**config.mk**
```make
export PLATFORM = sky130hd
export DESIGN_NAME = prog_timer
export DESIGN_NICKNAME = d
export VERILOG_FILES = /design/src/rtl/prog_timer.sv
export SDC_FILE = /design/constraint.sdc
export NUM_CORES = 1
export LEC_CHECK = 0
export CORE_UTILIZATION = 46
export CTS_BUF_LIST = sky130_fd_sc_hd__clkbuf_16
export CTS_CLUSTER_SIZE = 24
export DETAILED_ROUTE_END_ITERATION = 8
export PLACE_DENSITY = 0.83
export SLEW_MARGIN = 30
export SYNTH_ARGS = -nofsm -noshare
export SYNTH_HDL_FRONTEND = slang
export SYNTH_SLANG_ARGS = --single-unit
```
**constraint.sdc**
```tcl
create_clock -name clk -period 2.4 [get_ports clk]
set_clock_uncertainty 0.2 [all_clocks]
set_input_delay 0.24 -clock clk [delete_from_list [all_inputs] [get_ports clk]]
set_output_delay 0.24 -clock clk [all_outputs]
set_load 0.01 [all_outputs]
```
**src/rtl/prog_timer.sv**
```systemverilog
// Purpose: programmable restartable tick generator (period x prescale, periodic or one-shot, square out).
// Latency: all outputs registered; first tick is visible (P+1)*(S+1) edges after the start edge.
// Backpressure: none; tick is a single-cycle pulse and is not held for a consumer.
module prog_timer #(
  parameter int CTR_LEN = 26,
  parameter int PRE_LEN = 8
) (
  input  logic               clk,
  input  logic               reset,
  input  logic               start,
  input  logic               stop,
  input  logic               mode,
  input  logic [CTR_LEN-1:0] period,
  input  logic [PRE_LEN-1:0] prescale,
  output logic               tick,
  output logic               running,
  output logic [CTR_LEN-1:0] count,
  output logic               square
);

  typedef enum logic {
    IDLE = 1'b0,
    RUN  = 1'b1
  } state_t;

  state_t             state_q, state_d;
  logic [CTR_LEN-1:0] cnt_q, cnt_d;
  logic [PRE_LEN-1:0] pre_q, pre_d;
  logic [CTR_LEN-1:0] per_q, per_d;
  logic [PRE_LEN-1:0] scl_q, scl_d;
  logic               one_q, one_d;
  logic               tick_q, tick_d;
  logic               sq_q, sq_d;

  // Next-state and next-output logic; priority is stop > start > terminal-count handling.
  always_comb begin
    state_d = state_q;
    cnt_d   = cnt_q;
    pre_d   = pre_q;
    per_d   = per_q;
    scl_d   = scl_q;
    one_d   = one_q;
    tick_d  = 1'b0;
    sq_d    = sq_q;

    if (stop) begin
      state_d = IDLE;
      cnt_d   = '0;
      pre_d   = '0;
    end else if (start) begin
      // A start in RUN is a restart; any terminal count on this edge is dropped.
      state_d = RUN;
      per_d   = period;
      scl_d   = prescale;
      one_d   = mode;
      cnt_d   = '0;
      pre_d   = '0;
      sq_d    = 1'b0;
    end else if (state_q == RUN) begin
      if (pre_q == scl_q) begin
        pre_d = '0;
        // Compare before increment so the counter never exceeds the latched period.
        if (cnt_q == per_q) begin
          cnt_d  = '0;
          tick_d = 1'b1;
          sq_d   = ~sq_q;
          if (one_q) begin
            state_d = IDLE;
          end
        end else begin
          cnt_d = cnt_q + 1'b1;
        end
      end else begin
        pre_d = pre_q + 1'b1;
      end
    end else begin
      cnt_d = '0;
      pre_d = '0;
    end
  end

  // State and output registers with synchronous reset.
  always_ff @(posedge clk) begin
    if (reset) begin
      state_q <= IDLE;
      cnt_q   <= '0;
      pre_q   <= '0;
      per_q   <= '0;
      scl_q   <= '0;
      one_q   <= 1'b0;
      tick_q  <= 1'b0;
      sq_q    <= 1'b0;
    end else begin
      state_q <= state_d;
      cnt_q   <= cnt_d;
      pre_q   <= pre_d;
      per_q   <= per_d;
      scl_q   <= scl_d;
      one_q   <= one_d;
      tick_q  <= tick_d;
      sq_q    <= sq_d;
    end
  end

  assign tick    = tick_q;
  assign running = (state_q == RUN);
  assign count   = cnt_q;
  assign square  = sq_q;

endmodule
```
==> run_results.csv, run 1 <==
group,metric,value,unit
status,outcome,"finished clean",
setup_path,rrSetupSlack,60,ps
layout,insertedDiodeCount,0,
sta,slew_viol_final,0,
layout,drive_gt1_share,14.1,%
setup_path,path_cells,"xnor2_1 -> nand4_1 -> or4_4 -> buf_12 -> or4_4 -> a211oi_2",
grt,grt_usage,24.7,%
clocking,postCtsHoldBufs,0,
setup_path,path_class,"reg2reg",
sta,final-setup-viol-count,0,
floorplan,rows,30,
sta,finalCriticalPeriod,2340,ps
grt,grt_max_degree,39,
place,dp.final_hpwl,6260,um
sta,tightestPinTransition,456,ps
sta,final.period_utilization,97.6,%
pwr,p_sw_share,22.4,%
yosys,synth_most_common_cell,"nand2_1",
sta,setup_tns,0,ps
floorplan,coreArea,6910,sq um
sta,final-hold-violation-count,0,
clocking,clock_sinks,72,
detailed_routing,vias,3300,
detailed_routing,viasPerCell,5.57,
pwr,power_leakage,1.73,nW
floorplan,initial_core_util,48.3,%
clocking,clk_latency,330,ps
yosys,synth_edf_count,0,
grt,antenna_found_initial,0,
grt,gr-total-overflow,0,
yosys,synth_nets,445,
pwr,seq_power_share,45.3,%
clocking,path_clk_slew,60,ps
setup_path,worstSetupStartpoint,"scl_q[1]",
clocking,clk_path_buf_depth,2,
setup_path,cp_common_cell,"or4_4",
layout,area_growth,39.2,%
sta,fmax,427,MHz
setup_path,crit_buf_inv,1,
clocking,root_buffer,"clkbuf_16",
pwr,switching_power,0.000616,W
clocking,cts_tree,"built",
setup_path,cp_max_fo,10,
floorplan,io_pins,68,
yosys,synth-async-reset-ratio,0,%
setup_path,r2r-start,"scl_q[1]",
setup_path,cp-start-kind,"flip-flop",
pwr,p_int,0.00213,W
sta,grt_setup_unrepaired,"false",
setup_path,cp.required,2450,ps
pwr,ir_drop,404,uV
detailed_routing,drtPass1Iterations,5,
pwr,power.density,592,nW/um^2
setup_path,r2r_cells,6,
detailed_routing,wl,8830,um
yosys,yosysSeqAreaShare,43.2,%
detailed_routing,wire_per_inst,14.9,um
yosys,yosys.area.top_type,"dfxtp_1",
floorplan,dieArea,7590,sq um
yosys,syn_inst,404,
yosys,synth_top_area_share,43.2,%
layout,finalNetCount,532,
flow_run,cap_violations,0,
place,dpl_cell_area,4260,sq um
detailed_routing,drc_errors,0,
clocking,cts_max_level,3,
yosys,yosys-top-cells-count,"80 x nand2_1, 72 x dfxtp_1, 36 x a21oi_1, 31 x xor2_1, 21 x clkbuf_1",
pwr,pwr-share-comb,8.2,%
detailed_routing,ant_nets,0,
setup_path,critical-path-slowest-cell,"or4_4",
place,io_buffer_count,67,
setup_path,endpoint,"count[14]",
yosys,synthesis.area,3330,sq um
grt,grt_pass1_wl,14300,um
setup_path,crit_path_end_kind,"flip-flop",
setup_path,worstReg2RegEnd,"count[14]",
floorplan,die_h,87.1,um
clocking,numCtsBuffers,9,
yosys,yosys_register_bits,72,
setup_path,cp.arrival,2400,ps
place,routabilityCongestion,0.874,
layout,nFillCells,546,
pwr,clkPwrFrac,46.4,%
floorplan,fp.dieW,87.1,um
yosys,ys_types,37,
layout,fin_area,4640,sq um
detailed_routing,drtIter0Drc,227,
setup_path,crit_family,"simple AND/OR/NAND/NOR gates",
grt,first_global_vias,3094,
yosys,synth_ff_type,"dfxtp_1",
yosys,syn-mean-instance-area,8.25,sq um
setup_path,critPathMaxStageDelay,580,ps
sta,slew_headroom,69.3,%
yosys,yosysWarnings,0,
yosys,synthTopCellsByArea,"dfxtp_1 43%, nand2_1 9.0%, xor2_1 8.1%",
setup_path,cp.depth,6,
min_path,hp-class,"in2reg",
[flip-flops by register name, summed over array words and instances, names as in the netlist]
register	cells
scl_q	8
tick	1
one_q	1
pre_q	8
count	26
running	1
per_q	26
square	1
[placed cells by master, fill, tap and decap left out, types with 8 or more instances in the layout]
cell type / synthesis / routed
or3_1: 11 / 11
buf_4: 0 / 32
nand3_1: 13 / 13
nor4_1: 11 / 11
xnor2_1: 18 / 17
dfxtp_1: 72 / 68
o21ai_0: 14 / 14
nor3_1: 12 / 12
nor2_1: 12 / 12
and3_1: 8 / 8
a211oi_1: 16 / 11
clkdlybuf4s50_1: 0 / 67
a21oi_1: 36 / 36
xor2_1: 31 / 31
nand2_1: 80 / 80
clkbuf_16: 0 / 10
[worst min-delay path, stage by stage]
cell             delay [ps]
clkdlybuf4s50_1         400
nand2_1                  50
a21oi_1                  50
[per-layer routing]
layer | track usage [%] | routed length [um] | vias to the layer above
met5 | 0 | 0 | -
met4 | 14.3 | 254 | 0
met3 | 4.27 | 511 | 24
met2 | 40.9 | 4260 | 135
met1 | 30.2 | 3810 | 1559
li1 | - | - | 1582
[cell type report]
| cell class | count | area, sq um | share of cell area, % |
|---|---|---|---|
| multi-input combinational | 301 | 1810 | 39.0 |
| sequential | 72 | 1450 | 31.2 |
| timing repair buffer | 101 | 956 | 20.6 |
| clock buffer | 9 | 225 | 4.85 |
| tap | 96 | 120 | 2.59 |
| clock inverter | 7 | 62.6 | 1.35 |
| inverter | 6 | 22.5 | 0.485 |
[through the flow]
| stage | cells | hold WS, ps | total power (W) | utilization, % | setup slack, ps |
|---|---|---|---|---|---|
| 6_report | 592 | 258 | 0.00275 | 67.2 | 57.6 |
| 2_1_floorplan | 404 | 130 | 0.00138 | - | 25.0 |
| 3_3_place_gp | 574 | 245 | 0.00149 | 61.7 | 94.4 |
| 4_1_cts | 590 | 253 | 0.00276 | 65.9 | 6.89 |
| 5_1_grt | 592 | 260 | 0.00284 | 67.2 | 5.38 |
| 3_5_place_dp | 574 | 261 | 0.00149 | 61.7 | 20.4 |
[power by group through the flow]
stage / Combinational, W / Sequential, W / Clock [W]
2_1_floorplan: 0.000115 / 0.00127 / 0
3_3_place_gp: 0.000218 / 0.00127 / 0
3_5_place_dp: 0.000223 / 0.00127 / 0
4_1_cts: 0.000225 / 0.00125 / 0.00129
5_1_grt: 0.000250 / 0.00125 / 0.00135
6_report: 0.000226 / 0.00125 / 0.00128
[cell families (layout without fill, tap and decap cells)]
logic type,count (synthesis),count (layout),share of synthesized area [%]
AND/OR/NAND/NOR,177,177,26.5
AO/OA/AOI/OAI,73,73,12.8
XOR/XNOR,49,49,12.9
flip-flops,72,72,43.2
adder cells (fa/ha/maj),2,2,0.750
buffers and inverters,31,123,3.83
[how the worst min path moves through the flow]
stage                     slack, ps  cells after the start        end       start
after CTS                       250                      3  per_q[12]  period[12]
after global placement          250                      2      one_q       one_q
after detailed placement        260                      2   per_q[2]    per_q[2]
after global routing            260                      3  per_q[13]  period[13]
after floorplan                 130                      1    running        stop
final                           260                      3  per_q[11]  period[11]
[timing repair]
action                     in CTS  in global routing
gates cloned                    0                  1
setup endpoints to repair       1                 12
pin swaps                       1                  4
setup buffers                   0                  1
gates resized for setup         1                 15
hold endpoints to repair        0                  0
Note: power is estimated with default switching activity, not from simulation.
==> inputs of run 2 (changes only) <==
CELL_PAD_IN_SITES_DETAIL_PLACEMENT = 1   (was default)
CELL_PAD_IN_SITES_GLOBAL_PLACEMENT = 2   (was default)
CORE_UTILIZATION = 27   (was 46)
HOLD_SLACK_MARGIN = 0.08   (was default)
SKIP_LAST_GASP = 1   (was default)
==> run_results.csv, run 2 (synthesis results as in run 1) <==
group,metric,value,unit
grt,grt_usage,16.8,%
pwr,power.density,585,nW/um^2
status,outcome,"finished clean",
grt,use_met2,28.1,%
detailed_routing,drtPass1Iterations,4,
pwr,power_leakage,1.76,nW
min_path,hp-class,"in2reg",
setup_path,cp.required,2450,ps
clocking,clk_latency,330,ps
layout,nFillCells,1434,
sta,final.period_utilization,98.3,%
detailed_routing,wl,10400,um
detailed_routing,drtIter0Drc,120,
layout,final_cell_mix,"80 x nand2_1, 67 x clkdlybuf4s50_1, 63 x dfxtp_1",
detailed_routing,ant_nets,0,
setup_path,critPathMaxStageDelay,630,ps
grt,antenna_found_initial,0,
sta,final-hold-violation-count,0,
setup_path,cp.arrival,2410,ps
setup_path,critical-path-slowest-cell,"or4_2",
layout,multi_input_area,1840,sq um
detailed_routing,drc_errors,0,
flow_run,cap_violations,0,
clocking,clock_sinks,72,
sta,fmax,424,MHz
layout,final-seq-area,1450,sq um
pwr,p_total,0.00279,W
clocking,clk_path_buf_depth,2,
layout,drive_gt1_share,17.2,%
place,io_buffer_count,67,
pwr,ir_drop,263,uV
sta,setup_tns,0,ps
floorplan,rows,40,
floorplan,fp.dieW,113,um
floorplan,coreArea,12000,sq um
place,dp.final_hpwl,7730,um
floorplan,io_pins,68,
clocking,postCtsHoldBufs,0,
floorplan,die_h,113,um
floorplan,dieArea,12800,sq um
sta,final-setup-viol-count,0,
place,dp.cells,629,
sta,layout_setup_ws,40.1,ps
place,routabilityCongestion,0.809,
sta,slew_viol_final,0,
setup_path,path_class,"reg2reg",
grt,gr-total-overflow,0,
setup_path,cp-start-kind,"flip-flop",
clocking,cts_max_level,3,
layout,stdcell_count,648,
sta,finalCriticalPeriod,2360,ps
sta,whs,263,ps
setup_path,crit_path_end_kind,"flip-flop",
layout,mostFrequentLayoutCell,"nand2_1",
layout,finalNetCount,537,
layout,insertedDiodeCount,0,
grt,busiest_layer,"met2",
clocking,path_clk_slew,60,ps
detailed_routing,wire_per_inst,16.1,um
grt,grt_pass1_wl,16700,um
setup_path,crit_family,"simple AND/OR/NAND/NOR gates",
sta,slew_headroom,66.3,%
setup_path,path_cells,"xnor2_2 -> nand4_1 -> or4_4 -> or4_2 -> a211oi_2",
sta,tightestPinTransition,501,ps
setup_path,cp_max_fo,3,
grt,first_global_vias,3302,
grt,grtUsageMet1,21.4,%
sta,grt_setup_unrepaired,"true",
grt,grt_max_degree,39,
grt,grt_use_met3,3.70,%
setup_path,crit_buf_inv,0,
layout,area_growth,42.8,%
place,place_worst_setup_slack,-18.3,ps
clocking,root_buffer,"clkbuf_16",
detailed_routing,viasPerCell,4.91,
clocking,numCtsBuffers,9,
clocking,cts_tree,"built",
floorplan,initial_core_util,27.8,%
detailed_routing,vias,3180,
-- run 2: cell count changes in the layout (fill, tap and decap cells not counted), sizes merged --
| cell | before | now |
|---|---|---|
| inv | 6 | 7 |
| clkbuf | 10 | 9 |
| buf | 33 | 39 |
| clkinv | 4 | 3 |
-- run 2: layer usage --
| metal | part of all wire (%) | vias to the layer above |
|---|---|---|
| li1 | - | 1589 |
| met1 | 47 | 1518 |
| met3 | 3.4 | 14 |
| met2 | 48 | 59 |
| met4 | 1.6 | 0 |
| met5 | 0 | - |
-- run 2: metrics by stage --
stage,area (sq um),utilization (%)
after floorplan,3330,-
after global placement,4360,36.3
after detailed placement,4360,36.3
after CTS,4660,38.8
after global routing,4760,39.6
final,4760,39.6
-- run 2: worst paths after layout --
path	to	cells past startpoint	slack (ps)	startpoint
setup / recovery	count[22]	5	40	scl_q[1]
hold / removal	scl_q[5]	3	260	prescale[5]
setup reg to reg	count[22]	5	40	scl_q[1]
hold reg to reg	one_q	2	260	one_q
-- run 2: where the power goes --
group / total [W] / internal (W) / switching, W
Sequential: 0.00125 / 0.00122 / 0.0000221
Clock: 0.00130 / 0.000795 / 0.000504
Combinational: 0.000242 / 0.000124 / 0.000118
-- run 2: tightest hold or removal path: stages --
cell             delay, ps
clkdlybuf4s50_1        400
nand2_1                 60
a21oi_1                 50
-- run 2: cell type report --
| cell class | count | area share [%] |
|---|---|---|
| Tap cell | 147 | 3.86 |
| Sequential cell | 72 | 30.5 |
| Timing Repair Buffer | 106 | 20.5 |
| Clock inverter | 7 | 1.34 |
| Inverter | 6 | 0.473 |
| Clock buffer | 9 | 4.73 |
| Multi-Input combinational cell | 301 | 38.6 |
-- run 2: timing repair --
action / 4_1_cts / 5_1_grt
resized for setup: 3 / 22
buffers inserted: 1 / 2
pin swaps: 1 / 7
endpoints found under the setup margin: 4 / 12
==> inputs of run 3 (changes only) <==
RECOVER_POWER = 100   (was default)
==> run_results.csv, run 3 (synthesis results as in run 1) <==
group,metric,value,unit
status,outcome,"finished clean",
place,place_worst_setup_slack,-18.3,ps
detailed_routing,drtPass1Iterations,4,
pwr,power.density,585,nW/um^2
floorplan,coreArea,12000,sq um
grt,gr-total-overflow,0,
setup_path,cp-start-kind,"flip-flop",
clocking,cts_max_level,3,
layout,stdcell_count,648,
sta,finalCriticalPeriod,2360,ps
place,io_buffer_count,67,
min_path,worstHoldPathCells,2,
layout,fin_util,39.6,%
sta,slew_viol_final,0,
setup_path,rrSetupSlack,40,ps
layout,area_growth,42.5,%
detailed_routing,drtIter0Drc,139,
clocking,clk_latency,320,ps
min_path,hp-class,"reg2reg",
floorplan,initial_core_util,27.8,%
grt,grt_usage,16.8,%
grt,grt_max_degree,39,
sta,fmax,424,MHz
detailed_routing,drc_errors,0,
detailed_routing,ant_nets,0,
detailed_routing,viasPerCell,4.90,
sta,slew_headroom,56.9,%
pwr,ir_drop,261,uV
layout,multi_input_area,1840,sq um
place,dp.cells,629,
detailed_routing,wl,10400,um
floorplan,io_pins,68,
clocking,path_clk_slew,60,ps
clocking,clock_sinks,72,
sta,final-hold-violation-count,0,
floorplan,dieArea,12800,sq um
setup_path,r2r_cells,5,
layout,drive_gt1_share,16.8,%
place,routabilityCongestion,0.809,
clocking,clk_path_buf_depth,2,
sta,final.period_utilization,98.2,%
setup_path,cp.required,2450,ps
grt,grt_pass1_wl,16700,um
clocking,numCtsBuffers,9,
pwr,power_leakage,1.85,nW
sta,grt_setup_unrepaired,"true",
detailed_routing,vias,3175,
grt,antenna_found_initial,0,
layout,mostFrequentLayoutCell,"nand2_1",
floorplan,die_h,113,um
sta,layout_setup_ws,43.0,ps
layout,final_cell_mix,"80 x nand2_1, 63 x dfxtp_1, 37 x clkdlybuf4s50_1",
place,dp.final_hpwl,7730,um
floorplan,rows,40,
setup_path,cp_max_fo,3,
layout,finalNetCount,537,
setup_path,cp.arrival,2400,ps
layout,insertedDiodeCount,0,
layout,nFillCells,1436,
grt,first_global_vias,3302,
clocking,cts_tree,"built",
floorplan,fp.dieW,113,um
clocking,root_buffer,"clkbuf_16",
sta,tightestPinTransition,647,ps
setup_path,worstReg2RegEnd,"count[22]",
sta,setup_tns,0,ps
setup_path,path_class,"reg2reg",
flow_run,cap_violations,0,
sta,final-setup-viol-count,0,
min_path,hp-start,"one_q",
setup_path,r2r-start,"scl_q[1]",
sta,whs,264,ps
layout,final-seq-area,1450,sq um
setup_path,crit_path_end_kind,"flip-flop",
detailed_routing,wire_per_inst,16.0,um
min_path,hold_end,"one_q",
-- run 3: worst max-delay path, stage by stage (launching register included) --
cell and delay [ps]:
dfxtp_2 330, xnor2_2 150, nand4_1 180, or4_4 590
or4_2 630, a211oi_2 190
-- run 3: layer usage --
metal  share of wire (%)  track usage, %  wire [um]
met5                   0               0          0
met4                 1.6            5.26        167
met3                 3.6            3.70        374
met2                  48            28.1       5010
met1                  47            21.4       4830
-- run 3: what timing repair did --
action / CTS / global route
hold buffers: 0 / 0
setup buffers: 1 / 2
endpoints found under the setup margin: 4 / 12
pin swaps: 1 / 7
gates resized for setup: 3 / 22
-- run 3: cell type report --
cell class	count	area share, %
clock inverters	7	1.34
clock buffers	9	4.74
flip-flops and latches	72	30.6
multi-input cells	301	38.7
inverters	6	0.474
well taps	147	3.87
repair buffers	106	20.3
-- run 3: worst max-delay path by stage --
stage                     end     start  slack (ps)  depth (start not counted)
finish              count[22]  scl_q[1]          40                          5
detailed placement  count[19]  count[0]         -20                          6
global route        count[21]  pre_q[5]         -20                          7
floorplan           count[25]  count[3]          20                          7
CTS                 count[22]  pre_q[6]         -10                          5
global placement     count[4]  pre_q[4]          80                          6
-- run 3: metrics by stage --
step           power [W]  cell area (sq um)
2_1_floorplan    0.00138               3330
3_3_place_gp     0.00150               4360
3_5_place_dp     0.00151               4360
4_1_cts          0.00280               4660
5_1_grt          0.00289               4750
6_report         0.00278               4750
-- run 3: power breakdown --
group / internal [W] / switching, W
logic: 0.000120 / 0.000118
clock network: 0.000795 / 0.000502
registers: 0.00122 / 0.0000220
total: 0.00214 / 0.000642
